<file path="config.mk">
export PLATFORM = sky130hd
export DESIGN_NAME = bmf_latent_decoder
export DESIGN_NICKNAME = d
export VERILOG_FILES = /design/src/rtl/bmf_latent_decoder.sv
export SDC_FILE = /design/constraint.sdc
export NUM_CORES = 1
export LEC_CHECK = 0
export BUFFER_PORTS_ARGS = -buffer_cell sky130_fd_sc_hd__buf_4
export CAP_MARGIN = 20
export CORE_MARGIN = 3
export CORE_UTILIZATION = 40
export DETAILED_ROUTE_END_ITERATION = 8
export PLACE_DENSITY = 0.62
export SLEW_MARGIN = 25
export SYNTH_ARGS = -nofsm -noshare
export SYNTH_HDL_FRONTEND = slang
export SYNTH_SLANG_ARGS = --single-unit
</file>
<file path="constraint.sdc">
create_clock -name clk -period 3.6 [get_ports clk]
set_input_delay 0.18 -clock clk [delete_from_list [all_inputs] [get_ports clk]]
set_output_delay 0.18 -clock clk [all_outputs]
set_load 0.02 [all_outputs]
</file>
<file path="src/rtl/bmf_latent_decoder.sv">
`default_nettype none
// ============================================================================
//  Module   : bmf_latent_decoder
//  Purpose  : Streaming decompressor for BMF-partitioned approximate blocks.
//             Rebuilds an N-bit word from a K-bit latent vector by combining
//             the selected rows of a runtime-programmable basis matrix H,
//             using OR (Boolean) or XOR (GF(2)) as the combining operator.
//             Latent words pass through a DEPTH-word FIFO, then a registered
//             output stage. Both sides use valid/ready handshakes.
//  Ports    : clk, rst        clock (rising edge), async active-high reset
//             mode_i          0 = OR combine, 1 = XOR combine
//             cfg_we_i        basis row write strobe
//             cfg_row_i       basis row index (rows >= K ignored)
//             cfg_data_i      basis row contents
//             cfg_ready_o     basis write accepted (pipeline idle)
//             in_valid_i      latent word valid
//             in_ready_o      FIFO not full
//             in_k_i          latent word, bit i selects row H[i]
//             out_valid_o     output word valid
//             out_ready_i     downstream accepts output
//             out_po_o        reconstructed word
//             out_cnt_o       completed output transfers, saturating
//                             (present only with BMF_DEC_CNT_EN defined)
//  Options  : BMF_DEC_CNT_EN  adds the out_cnt_o transfer counter
//  Revision : 1.0  initial release
// ============================================================================
module bmf_latent_decoder #(
   parameter  int K     = 6,
   parameter  int N     = 8,
   parameter  int DEPTH = 4,
   localparam int ROW_W = (K > 1) ? $clog2(K) : 1
) (
   input  logic             clk,
   input  logic             rst,
   input  logic             mode_i,
   input  logic             cfg_we_i,
   input  logic [ROW_W-1:0] cfg_row_i,
   input  logic [N-1:0]     cfg_data_i,
   output logic             cfg_ready_o,
   input  logic             in_valid_i,
   output logic             in_ready_o,
   input  logic [K-1:0]     in_k_i,
   output logic             out_valid_o,
   input  logic             out_ready_i,
   output logic [N-1:0]     out_po_o
`ifdef BMF_DEC_CNT_EN
   ,
   output logic [15:0]      out_cnt_o
`endif
);

   localparam int          AW      = $clog2(DEPTH);
   localparam logic [AW:0] PTR_ONE = {{AW{1'b0}}, 1'b1};

   logic [N-1:0] h_q        [K];
   logic [K-1:0] fifo_mem_q [DEPTH];
   logic [AW:0]  wr_ptr_q;
   logic [AW:0]  rd_ptr_q;

   logic         fifo_empty;
   logic         fifo_full;
   logic         push;
   logic         pop;
   logic         cfg_wr;
   logic [K-1:0] head_k;
   logic [N-1:0] dec_word;

   logic         out_valid_q;
   logic         out_valid_d;
   logic [N-1:0] out_po_q;
   logic [N-1:0] out_po_d;

   // Pointers carry one extra wrap bit: equal means empty, equal index with
   // differing wrap bit means full.
   assign fifo_empty = (wr_ptr_q == rd_ptr_q);
   assign fifo_full  = (wr_ptr_q[AW] != rd_ptr_q[AW]) &&
                       (wr_ptr_q[AW-1:0] == rd_ptr_q[AW-1:0]);

   assign in_ready_o = ~fifo_full;
   assign push       = in_valid_i & ~fifo_full;
   // Output stage refills whenever it is empty or being drained this cycle.
   assign pop        = ~fifo_empty & (~out_valid_q | out_ready_i);

   // Basis writes only when nothing is in flight and nothing is arriving, so
   // every word is decoded against a single consistent H.
   assign cfg_ready_o = fifo_empty & ~out_valid_q & ~in_valid_i;
   assign cfg_wr      = cfg_we_i & cfg_ready_o;

   assign head_k = fifo_mem_q[rd_ptr_q[AW-1:0]];

   always_comb begin
      dec_word = '0;
      for (int i = 0; i < K; i++) begin
         if (head_k[i]) begin
            dec_word = mode_i ? (dec_word ^ h_q[i]) : (dec_word | h_q[i]);
         end
      end
   end

   always_comb begin
      out_valid_d = out_valid_q;
      out_po_d    = out_po_q;
      if (pop) begin
         out_valid_d = 1'b1;
         out_po_d    = dec_word;
      end else if (out_ready_i) begin
         out_valid_d = 1'b0;
      end
   end

   // FIFO storage needs no reset; the pointers define what is valid.
   always_ff @(posedge clk) begin
      if (push) begin
         fifo_mem_q[wr_ptr_q[AW-1:0]] <= in_k_i;
      end
   end

   always_ff @(posedge clk or posedge rst) begin
      if (rst) begin
         wr_ptr_q    <= '0;
         rd_ptr_q    <= '0;
         out_valid_q <= 1'b0;
         out_po_q    <= '0;
      end else begin
         if (push) begin
            wr_ptr_q <= wr_ptr_q + PTR_ONE;
         end
         if (pop) begin
            rd_ptr_q <= rd_ptr_q + PTR_ONE;
         end
         out_valid_q <= out_valid_d;
         out_po_q    <= out_po_d;
      end
   end

   // Row match by explicit compare so out-of-range indices write nothing.
   always_ff @(posedge clk or posedge rst) begin
      if (rst) begin
         for (int i = 0; i < K; i++) begin
            h_q[i] <= '0;
         end
      end else begin
         for (int i = 0; i < K; i++) begin
            if (cfg_wr && (cfg_row_i == ROW_W'(i))) begin
               h_q[i] <= cfg_data_i;
            end
         end
      end
   end

   assign out_valid_o = out_valid_q;
   assign out_po_o    = out_po_q;

`ifdef BMF_DEC_CNT_EN
   logic [15:0] cnt_q;

   always_ff @(posedge clk or posedge rst) begin
      if (rst) begin
         cnt_q <= '0;
      end else if (out_valid_q && out_ready_i && (cnt_q != 16'hFFFF)) begin
         cnt_q <= cnt_q + 16'd1;
      end
   end

   assign out_cnt_o = cnt_q;
`endif

endmodule
`default_nettype wire

</file>
* After elaboration in Yosys (flattened, before gate mapping) *
Memories as Yosys holds them, arrays and structs flattened.
Index checks and enable logic that the tools add are counted.

cells by class
  add/sub/neg operators = 2
  eq/ne operators = 8
  mux-type cells = 15
  bitwise logic cells = 20
  reductions and logical operators = 9

operator list
  operator                                             count
  two-way mux 8 bit                                    11
  OR 8 bit                                             5
  bitwise XOR 8 bit                                    5
  logical AND 1 bit                                    7
  adder 3 x 1 -> 3 bit, second input constant          2
  equality test 3 x 2 -> 1 bit, second input constant  2
  equality test 3 bit, second input constant           2
  AND 1 bit                                            5
  two-way mux 1 bit                                    4
  inverter 1 bit                                       4
  equality test 3 x 1 -> 1 bit, second input constant  1
  equality test 3 bit                                  1
  zero test 3 bit                                      1
  equality test 2 bit                                  1
  nonzero test 2 bit                                   1
  inequality test 1 bit                                1
  OR 1 bit                                             1

storage, ports and cells
  flip-flop bits (word level) = 63
  bits in writable memories = 24
  input bits = 23
  logic and storage cells = 65
  memories kept = 1

memory list
  name        depth  bits a word  read ports  clocked after Yosys merged registers in  write ports  RTL line  text
  fifo_mem_q  4      6            1           0                                        1            56        logic [K-1:0] fifo_mem_q [DEPTH];

* Longest topological paths before layout *
Gate-level depths: netlist of run 1.
An unclocked memory read counts as a cell.

  depth in word-level cells = 17
  gate-level depth with buffers = 21

* Worst setup path after synthesis of run 1 *
No wires, ideal clock.

  path type = register -> register
  start = reg rd_ptr_q[0]
  end = reg out_po_q[6] (netlist: out_po_o[6])
  data arrival time = 3,558 ps
  data required time = 3,470 ps
  slack = -88 ps
  cell stages (with the launch flop) = 20
  cells stage by stage = dfrtp_1 -> buf_6 -> mux4_2 -> buf_2 -> nand2_1 -> ha_1 -> nand2_1 -> nand2_1 -> and3_1 -> a2111oi_2 -> nor2_1 -> ha_1 -> o21ai_0 -> nand2_1 -> o31ai_1 -> ha_1 -> nand2_1 -> o21ai_0 -> a21oi_1 -> a21oi_1

between the ends
  cells in the longest elaborated chain, start to end = 17
  elaborated cells between the ends (all ways) = 25

RTL lines
  what                                                  RTL line  text
  start, declared                                       58        logic [AW:0] rd_ptr_q;
  start signal, assigned                                129       rd_ptr_q <= rd_ptr_q + PTR_ONE;
  memory read (4 x 6 bit)                               n/a
  two-way mux 8 bit                                     94        if (head_k[i]) begin
  OR 8 bit / bitwise XOR 8 bit (equally long branches)  95        dec_word = mode_i ? (dec_word ^ h_q[i]) : (dec_word | h_q[i]);
  two-way mux 8 bit                                     95
  two-way mux 8 bit                                     94
  OR 8 bit / bitwise XOR 8 bit (equally long branches)  95
  two-way mux 8 bit                                     95
  two-way mux 8 bit                                     94
  OR 8 bit / bitwise XOR 8 bit (equally long branches)  95
  two-way mux 8 bit                                     95
  two-way mux 8 bit                                     94
  OR 8 bit / bitwise XOR 8 bit (equally long branches)  95
  two-way mux 8 bit                                     95
  two-way mux 8 bit                                     94
  OR 8 bit / bitwise XOR 8 bit (equally long branches)  95
  two-way mux 8 bit                                     95
  two-way mux 8 bit                                     94
  end signal, assigned                                  132       out_po_q <= out_po_d;
  end, declared                                         70        logic [N-1:0] out_po_q;

Several ways; a longest one is shown, not always the timed one.
A chain may end at the register's enable or synchronous reset.

* Final worst setup path of run 1 *
  start = reg rd_ptr_q[0]
  end = reg out_po_q[5] (netlist: out_po_o[5])

The elaborated chain is that of the path after synthesis.

==> results.tsv, run 1 <==
metric	value	unit
CTS Hold Bufs	0	
vias in the first global route	4005	
DRC viols	0	
Syn. warnings	0	
Post-Syn Nets	561	
first-pass GRT wire length	19800	microns
initial antenna violation count	0	
Starting Density	41.8	%
CP Cell Sequence	buf_6, mux4_2, buf_4, nand2_1, o22ai_2, a2111oi_4, nor2_1, ha_1, o21ai_1, nand2_1, o31ai_1, ha_1, nand2_1, o21ai_0, a21oi_1, a21oi_1	
Yosys cell types	51	
Post-DRT Antenna Nets	0	
TritonCTS Buffers	9	
Seq cells post-synth	87	
CP Class	register to register	
Comb power frac	54.4	%
measured slew at the worst slew-check pin	769	ps
die height	119	microns
DIE AREA	0.0142	sq mm
Final setup viols	0	
First DRT Iteration DRCs	244	
sequential share of power	25.2	%
Pleak	2.82	nW
global route overflow	0	
iteration count of the initial detailed-routing pass	4	
Max FO, Critical Path	9	
WP data arrival	3810	ps
Mapped Area	0.00513	sq mm
mean post-synth cell area	10.1	sq um
share of layout cells above drive strength 1	28.7	%
wire length per cell	16.1	microns
port bufs	33	
GPL Wtd Cong	0.822	
vias per cell	5.25	
switching share of total power	38.9	%
Crit path top cell by count	nand2_1	
Peak Freq	0.278	GHz
chip width	119	microns
# H-tree levels	3	
CTS tree	done	
Tightest Hold Check Type	input pin to asynchronous set/reset pin	
final setup TNS	0	ps
final worst path period share	99.8	%
number of antenna diodes	0	
Synth Instances	509	
Internal	3.29	mW
Post-DP HPWL	8540	microns
CP endpoint kind	register	
Slowest-stage cell, CP	mux4_2	
Layout area overhead	23.7	%
Sw Pwr	2.09	mW
CP Data Required Time	3820	ps
Pins Over Slew Limit	0	
clock power share	20.4	%
Crit path largest cell delay	620	ps
row count	40	
power per standard cell area	848	mW/mm^2
async set-reset flop share out of synthesis	72.4	%
max-cap violation count	0	
unrepaired setup endpoints after global routing	true	
clk_lat worst skew	340	ps
Worst slew margin	48.7	%
crit start category	register	
core area	0.0123	sq mm
largest net degree at the start of global routing	43	
sequential-to-total area share from yosys stat	44.8	%
Final Critical Period	3590	ps
VDD IR max	0.515	mV
Final #Nets	621	
via count	3893	
root buf cell	clkbuf_16	
worst hold slack	-49.6	ps
outcome	complete, but fails checks	
drt total wl	12000	microns
Setup Skew	5.01	ps
failing checks	hold timing	
Worst-path clk slew	70	ps
Max clock buf depth	2	
gr usage total	17.3	%
CTS Sinks	87	
Total Power	5.38	mW
num ports	34	
Main synth FF type	dfrtp_1	
EDFF count, synth	24	
final hold violation count	41	
## cells by family after synthesis
kind of cell	after synthesis	synth area share (%)
AOI/OAI and AO/OA	114	14.9
DFF	87	44.8
xor gates and xnor gates	21	3.59
and+or+nand+nor	162	15.4
muxes	38	9.66
buffers and inverters	58	4.66
adders and majority gates	29	7.07
## what timing repair did
action / 4_1_cts / 5_1_grt
gates resized for setup: 7 / 38
pin swaps: 8 / 39
setup buffers: 6 / 11
endpoints found under the setup margin: 3 / 8
## cells in the mapped netlist, drive strengths merged (2+ instances only)
cell      n  area [sq um]
nand2    89           334
dfrtp    63          1580
inv      34           128
o21ai    34           170
mux2     32           360
ha       29           363
edfxtp   24           721
a21oi    23           115
nor2     21          78.8
xnor2    19           166
o211ai   16           125
clkbuf   14          52.6
nand3    12          60.1
nand2b   11          68.8
o31ai    10          85.1
and3      9          56.3
buf       9          55.1
nand3b    8          85.1
mux4      6           135
o22ai     5          31.3
a31oi     4          25.0
and2      3          18.8
a2111oi   2          30.0
a211oi    2          15.0
a221o     2          20.0
a41o      2          20.0
nor2b     2          20.0
nor3      2          10.0
nor4b     2          30.0
o21bai    2          15.0
o221a     2          22.5
o22a      2          17.5
o32ai     2          17.5
xor2      2          17.5
## worst max-delay path: cells and delay by family, from the launching register on
kind	cells	cell delay, ps
compound gates	7	1100
fa+ha+maj	2	570
buf+inv	2	340
flops	1	390
mux	1	620
simple gates	4	450
## power by group through the flow
stage                     logic (mW)  registers, mW  clock network, mW
after global routing            3.26           1.38               1.16
after detailed placement        2.48           1.37                  0
after global placement          2.40           1.37                  0
final                           2.93           1.35               1.10
after CTS                       2.61           1.35               1.12
after floorplan                 1.77           1.40                  0
## metrics by stage
stage / worst slack [ps] / hold slack [ps] / instances / instance area, sq um / util (%)
final: 5.69 / -49.6 / 742 / 6340 / 51.7
after floorplan: 23.8 / 279 / 509 / 5160 / -
after global routing: -236 / 14.4 / 742 / 6340 / 51.7
after detailed placement: -89.8 / 383 / 709 / 5670 / 46.2
after global placement: 68.6 / 381 / 709 / 5670 / 46.2
after CTS: 7.46 / 28.1 / 731 / 6080 / 49.6
## worst paths after layout
kind	startpoint	end	slack (ps)	cells after the start
worst min register to register	wr_ptr_q[2]$_DFFE_PP0P_	wr_ptr_q[2]$_DFFE_PP0P_	490	1
max in group asynchronous	rst	h_q[2]$_DFFE_PP0P_	2870	3
worst max-delay path	rd_ptr_q[0]$_DFFE_PP0P_	out_po_o[5]$_DFFE_PP0P_	6	16
worst max register to register	rd_ptr_q[0]$_DFFE_PP0P_	out_po_o[5]$_DFFE_PP0P_	6	16
worst min-delay path	rst	rd_ptr_q[0]$_DFFE_PP0P_	-50	2
min in group clk	in_k_i[1]	fifo_mem_q[0][1]$_DFFE_PP_	40	1
## cells in the final DEF (no fill, tap or decap), types with 6 or more instances in the layout
cell / n
nand2_1: 83
o21ai_1: 12
ha_1: 25
edfxtp_1: 24
nand3_1: 12
inv_1: 33
mux4_2: 6
nor2_1: 19
clkbuf_16: 9
o31ai_1: 6
xnor2_1: 19
buf_4: 67
nand3b_1: 6
and3_1: 9
a21oi_1: 19
o211ai_1: 15
dfrtp_1: 63
nand2b_1: 11
o21ai_0: 20
mux2_2: 32
## cell type report
cell class,instances,area (sq um)
clock buffers,9,225
clock inverters,7,124
fillers,1108,5920
inverters,35,133
multi-input cells,364,2790
flip-flops and latches,87,2300
well taps,168,210
repair buffers,72,568
## metal layers
| layer | track usage (%) | vias up | wire, microns |
|---|---|---|---|
| li1 | - | 1935 | - |
| met1 | 21.5 | 1889 | 5100 |
| met2 | 30.9 | 59 | 6360 |
| met3 | 3.23 | 10 | 367 |
| met4 | 4.27 | 0 | 136 |
| met5 | 0 | - | 0 |
## registers in the layout, indices dropped and copies added, names as in the netlist
register,count
wr_ptr_q,3
rd_ptr_q,3
out_po_o,8
h_q,48
fifo_mem_q,24
out_valid_o,1
No activity file was read; power rests on OpenSTA's default activity.
==> inputs of run 2 (changes only) <==
CORE_ASPECT_RATIO = 1.1   (was unset)
==> results.tsv, run 2 (synthesized netlist as in run 1, its figures left out) <==
metric	value	unit
vias per cell	5.57	
Max clock buf depth	2	
DIE AREA	0.0142	sq mm
largest net degree at the start of global routing	50	
die height	125	microns
DRC viols	0	
placed insts	693	
Critical R2R Launch	rd_ptr_q[0]$_DFFE_PP0P_	
final setup TNS	0	ps
crit start category	register	
iteration count of the initial detailed-routing pass	4	
Design Area, Final	0.00631	sq mm
clock power share	19.2	%
Pleak	2.79	nW
First DRT Iteration DRCs	215	
# H-tree levels	3	
row count	42	
Final Critical Period	3530	ps
measured slew at the worst slew-check pin	705	ps
share of layout cells above drive strength 1	29.0	%
most frequent cells in the layout	85 x nand2_1, 63 x buf_4, 62 x dfrtp_1	
CP Cell Sequence	buf_4, mux4_2, nand2_1, ha_1, nand2_1, o21ai_0, a221o_1, o21ai_0, a21oi_1, o211ai_1, ha_1, nand2_1, o21ai_0, a21boi_1, ha_1, nand2_1, o2111ai_1, o21ai_0, a21oi_1	
Slowest-stage cell, CP	mux4_2	
Pins Over Slew Limit	0	
Setup Skew	5.19	ps
Peak Freq	0.283	GHz
Post-DP HPWL	8650	microns
CP endpoint kind	register	
Total Power	5.23	mW
clk_lat worst skew	340	ps
Max FO, Critical Path	5	
root buf cell	clkbuf_16	
largest reg by FF count	h_q	
core area	0.0123	sq mm
initial antenna violation count	0	
power per standard cell area	830	mW/mm^2
Worst-path clk slew	60	ps
placed cell area	0.00564	sq mm
sequential share of power	26.0	%
first-pass GRT wire length	20400	microns
Final #Nets	619	
Core Util, Final	51.3	%
Starting Density	41.7	%
global route overflow	0	
CP Data Required Time	3820	ps
VDD IR max	0.793	mV
WP data arrival	3750	ps
final worst path period share	98.1	%
port bufs	33	
num ports	34	
GPL Wtd Cong	0.778	
Sw Pwr	2.07	mW
unrepaired setup endpoints after global routing	true	
TritonCTS Buffers	9	
drt total wl	12100	microns
Layout area overhead	23.0	%
CP Launch Point	rd_ptr_q[0]$_DFFE_PP0P_	
CTS tree	done	
Tightest Hold Check Type	input pin to register	
outcome	finished clean	
Post-DRT Antenna Nets	0	
CTS Sinks	87	
vias in the first global route	4230	
CP Class	register to register	
Comb power frac	54.8	%
max-cap violation count	0	
final hold violation count	0	
via count	4046	
chip width	114	microns
commonest non-fill, non-tap cell in the layout	nand2_1	
hold_sp	in_k_i[3]	
wire length per cell	16.6	microns
gr usage total	17.9	%
number of antenna diodes	0	
Final setup viols	0	
switching share of total power	39.6	%
non-filler cells, final	726	
Crit path largest cell delay	560	ps
Worst slew margin	52.7	%
max FFs per register	48	
Internal	3.16	mW
## run 2: final cells by class
class / instances / area [sq um]
timing repair buffer: 69 / 533
inverter: 35 / 136
clock inverter: 7 / 95.1
tap: 154 / 193
sequential: 87 / 2300
clock buffer: 9 / 225
multi-input combinational: 365 / 2830
fill: 1122 / 5990
## run 2: critical path: cells and delay by family, from the launching register on
family,cells,cell delay [ps]
AO/OA/AOI/OAI,10,1300
adder cells (fa/ha/maj),3,750
multiplexers,1,560
flip-flops,1,390
AND/OR/NAND/NOR,4,280
buffers and inverters,1,120
## run 2: final timing paths
kind,endpoint,slack [ps],depth (start not counted)
max in group asynchronous,out_valid_o$_DFFE_PP0P_,2440,4
worst max register to register,out_po_o[4]$_DFFE_PP0P_,70,19
worst max-delay path,out_po_o[4]$_DFFE_PP0P_,70,19
worst min-delay path,fifo_mem_q[1][3]$_DFFE_PP_,40,1
min in group asynchronous,rd_ptr_q[0]$_DFFE_PP0P_,470,3
worst min register to register,rd_ptr_q[2]$_DFFE_PP0P_,490,1
## run 2: per-stage QoR
step                      hold WS [ps]  setup slack [ps]
after global routing              19.1              -180
after global placement             379              76.0
final                             35.3              69.9
after detailed placement           325             -36.4
after floorplan                    279              23.8
after CTS                         22.3             -38.3
## run 2: per-layer routing
metal / vias up / track usage [%] / wire (microns)
li1: 1927 / - / -
met1: 2025 / 21.3 / 5110
met2: 75 / 31.8 / 6230
met3: 19 / 4.52 / 471
met4: 0 / 4.82 / 247
met5: - / 0 / 0
## run 2: repair_timing
item | in CTS | in global routing
gates cloned | 1 | 0
pin swaps | 5 | 34
setup endpoints to repair | 2 | 8
gates resized for setup | 6 | 39
setup buffers | 5 | 10
hold buffers | 1 | 0
hold endpoints to repair | 48 | 0
## run 2: power by group through the flow
| stage | Combinational [mW] | Clock (mW) | Sequential (mW) |
|---|---|---|---|
| floorplan | 1.77 | 0 | 1.40 |
| global route | 3.20 | 1.06 | 1.39 |
| finish | 2.87 | 1.01 | 1.36 |
| global placement | 2.40 | 0 | 1.36 |
| CTS | 2.59 | 1.03 | 1.36 |
| detailed placement | 2.48 | 0 | 1.37 |
==> inputs of run 3 (changes only) <==
PLACE_DENSITY = unset   (was 0.62)
==> results.tsv, run 3 (synthesized netlist as in run 1, its figures left out) <==
metric	value	unit
final worst path period share	99.4	%
most frequent cells in the layout	83 x nand2_1, 73 x buf_4, 62 x dfrtp_1	
Reg-to-Reg End	out_po_o[6]$_DFFE_PP0P_	
Core Util, Final	51.9	%
CTS tree	done	
Max FO, Critical Path	6	
vias in the first global route	4225	
first-pass GRT wire length	21400	microns
WP data arrival	3810	ps
non-filler cells, final	735	
core area	0.0123	sq mm
Setup WS pre-CTS	-39.7	ps
Final setup viols	0	
outcome	finished clean	
chip width	114	microns
final hold violation count	0	
DIE AREA	0.0142	sq mm
unrepaired setup endpoints after global routing	true	
r2r setup slk	20	ps
CTS Sinks	87	
post-layout worst setup margin	20.1	ps
First DRT Iteration DRCs	338	
grt met3 use	3.64	%
placed insts	698	
largest reg by FF count	h_q	
crit start category	register	
GPL Wtd Cong	0.779	
VDD IR max	0.503	mV
vias per cell	5.56	
share of layout cells above drive strength 1	31.0	%
port bufs	33	
largest net degree at the start of global routing	51	
Starting Density	41.7	%
TritonCTS Buffers	9	
Total Power	5.33	mW
Setup Skew	6.53	ps
# H-tree levels	3	
met1 Use GR	22.7	%
CP Data Required Time	3840	ps
M2 GR Usage	34.1	%
placed cell area	0.00568	sq mm
Design Area, Final	0.00638	sq mm
die height	125	microns
clk_lat worst skew	350	ps
Tightest Hold Check Type	input pin to register	
worst hold slack	26.2	ps
Final #Nets	628	
CP endpoint	out_po_o[6]$_DFFE_PP0P_	
Worst-path clk slew	70	ps
Post-DRT Antenna Nets	0	
reg2reg path depth	17	
Post-DP HPWL	8900	microns
CP Launch Point	fifo_mem_q[0][0]$_DFFE_PP_	
Critical R2R Launch	fifo_mem_q[0][0]$_DFFE_PP_	
power per standard cell area	835	mW/mm^2
initial antenna violation count	0	
Max clock buf depth	2	
max-cap violation count	0	
num ports	34	
max FFs per register	48	
row count	42	
drt total wl	13200	microns
Pleak	2.83	nW
root buf cell	clkbuf_16	
DRC viols	0	
Final Critical Period	3580	ps
measured slew at the worst slew-check pin	710	ps
final setup TNS	0	ps
number of antenna diodes	0	
CP Class	register to register	
iteration count of the initial detailed-routing pass	5	
commonest non-fill, non-tap cell in the layout	nand2_1	
Peak Freq	0.279	GHz
global route overflow	0	
gr usage total	19.0	%
via count	4083	
CP endpoint kind	register	
Layout area overhead	24.5	%
wire length per cell	18.0	microns
GRT Max-Usage Layer	met2	
Worst slew margin	52.4	%
Pins Over Slew Limit	0	
## run 3: cell types whose count changed in the layout (fill, tap and decap cells not counted), moves of 2 or more
cell,change
o21ai_0,-5
bufinv_16,-2
buf_4,+10
nand2_1,-2
buf_6,-2
inv_6,+2
o21ai_1,+4
inv_8,+3
nand2_2,+2
## run 3: timing repair
| item | in CTS | in global routing |
|---|---|---|
| cloned | 1 | 1 |
| gates resized for setup | 2 | 48 |
| pin swaps | 2 | 41 |
| hold endpoints to repair | 49 | 0 |
| setup endpoints to repair | 5 | 8 |
| hold buffers | 1 | 0 |
| buffers inserted | 5 | 13 |
## run 3: report_power, final
group          internal, mW  total, mW  leakage (nW)  switching [mW]
clock                 0.492      0.940         0.147           0.449
combinational          1.40       3.01          1.70            1.62
sequential             1.24       1.38         0.980           0.135
## run 3: cell type report
type	count	area, sq um
inverters	35	134
fillers	1117	5910
clock inverters	7	68.8
flip-flops and latches	87	2300
repair buffers	77	601
clock buffers	9	225
well taps	154	193
multi-input cells	366	2860
## run 3: per-layer routing
layer	vias to the layer above	part of all wire, %
li1	1953	-
met1	2026	41
met2	87	53
met3	17	4.2
met4	0	1.9
met5	-	0
## run 3: worst min path at each step
stage,from,end,cells after the start
after CTS,in_k_i[3],fifo_mem_q[0][3]$_DFFE_PP_,1
after floorplan,in_k_i[0],fifo_mem_q[0][0]$_DFFE_PP_,0
after global placement,in_k_i[5],fifo_mem_q[3][5]$_DFFE_PP_,1
after global routing,in_k_i[2],fifo_mem_q[3][2]$_DFFE_PP_,1
after detailed placement,rst,h_q[44]$_DFFE_PP0P_,2
final,in_k_i[3],fifo_mem_q[3][3]$_DFFE_PP_,1
## run 3: worst max-delay path, cell delays in order, from the launching register on
cell       delay [ps]
edfxtp_1          440
mux4_2            620
nand2_2           130
ha_4              200
o211ai_1          260
nand2_1           150
o22ai_2           230
a2111oi_4         110
nor2_1            120
ha_1              240
o21ai_2           160
nand2_1           100
o31ai_2            90
ha_1              260
nand2_1            60
o21ai_1            60
a21oi_1           140
a21oi_1            80
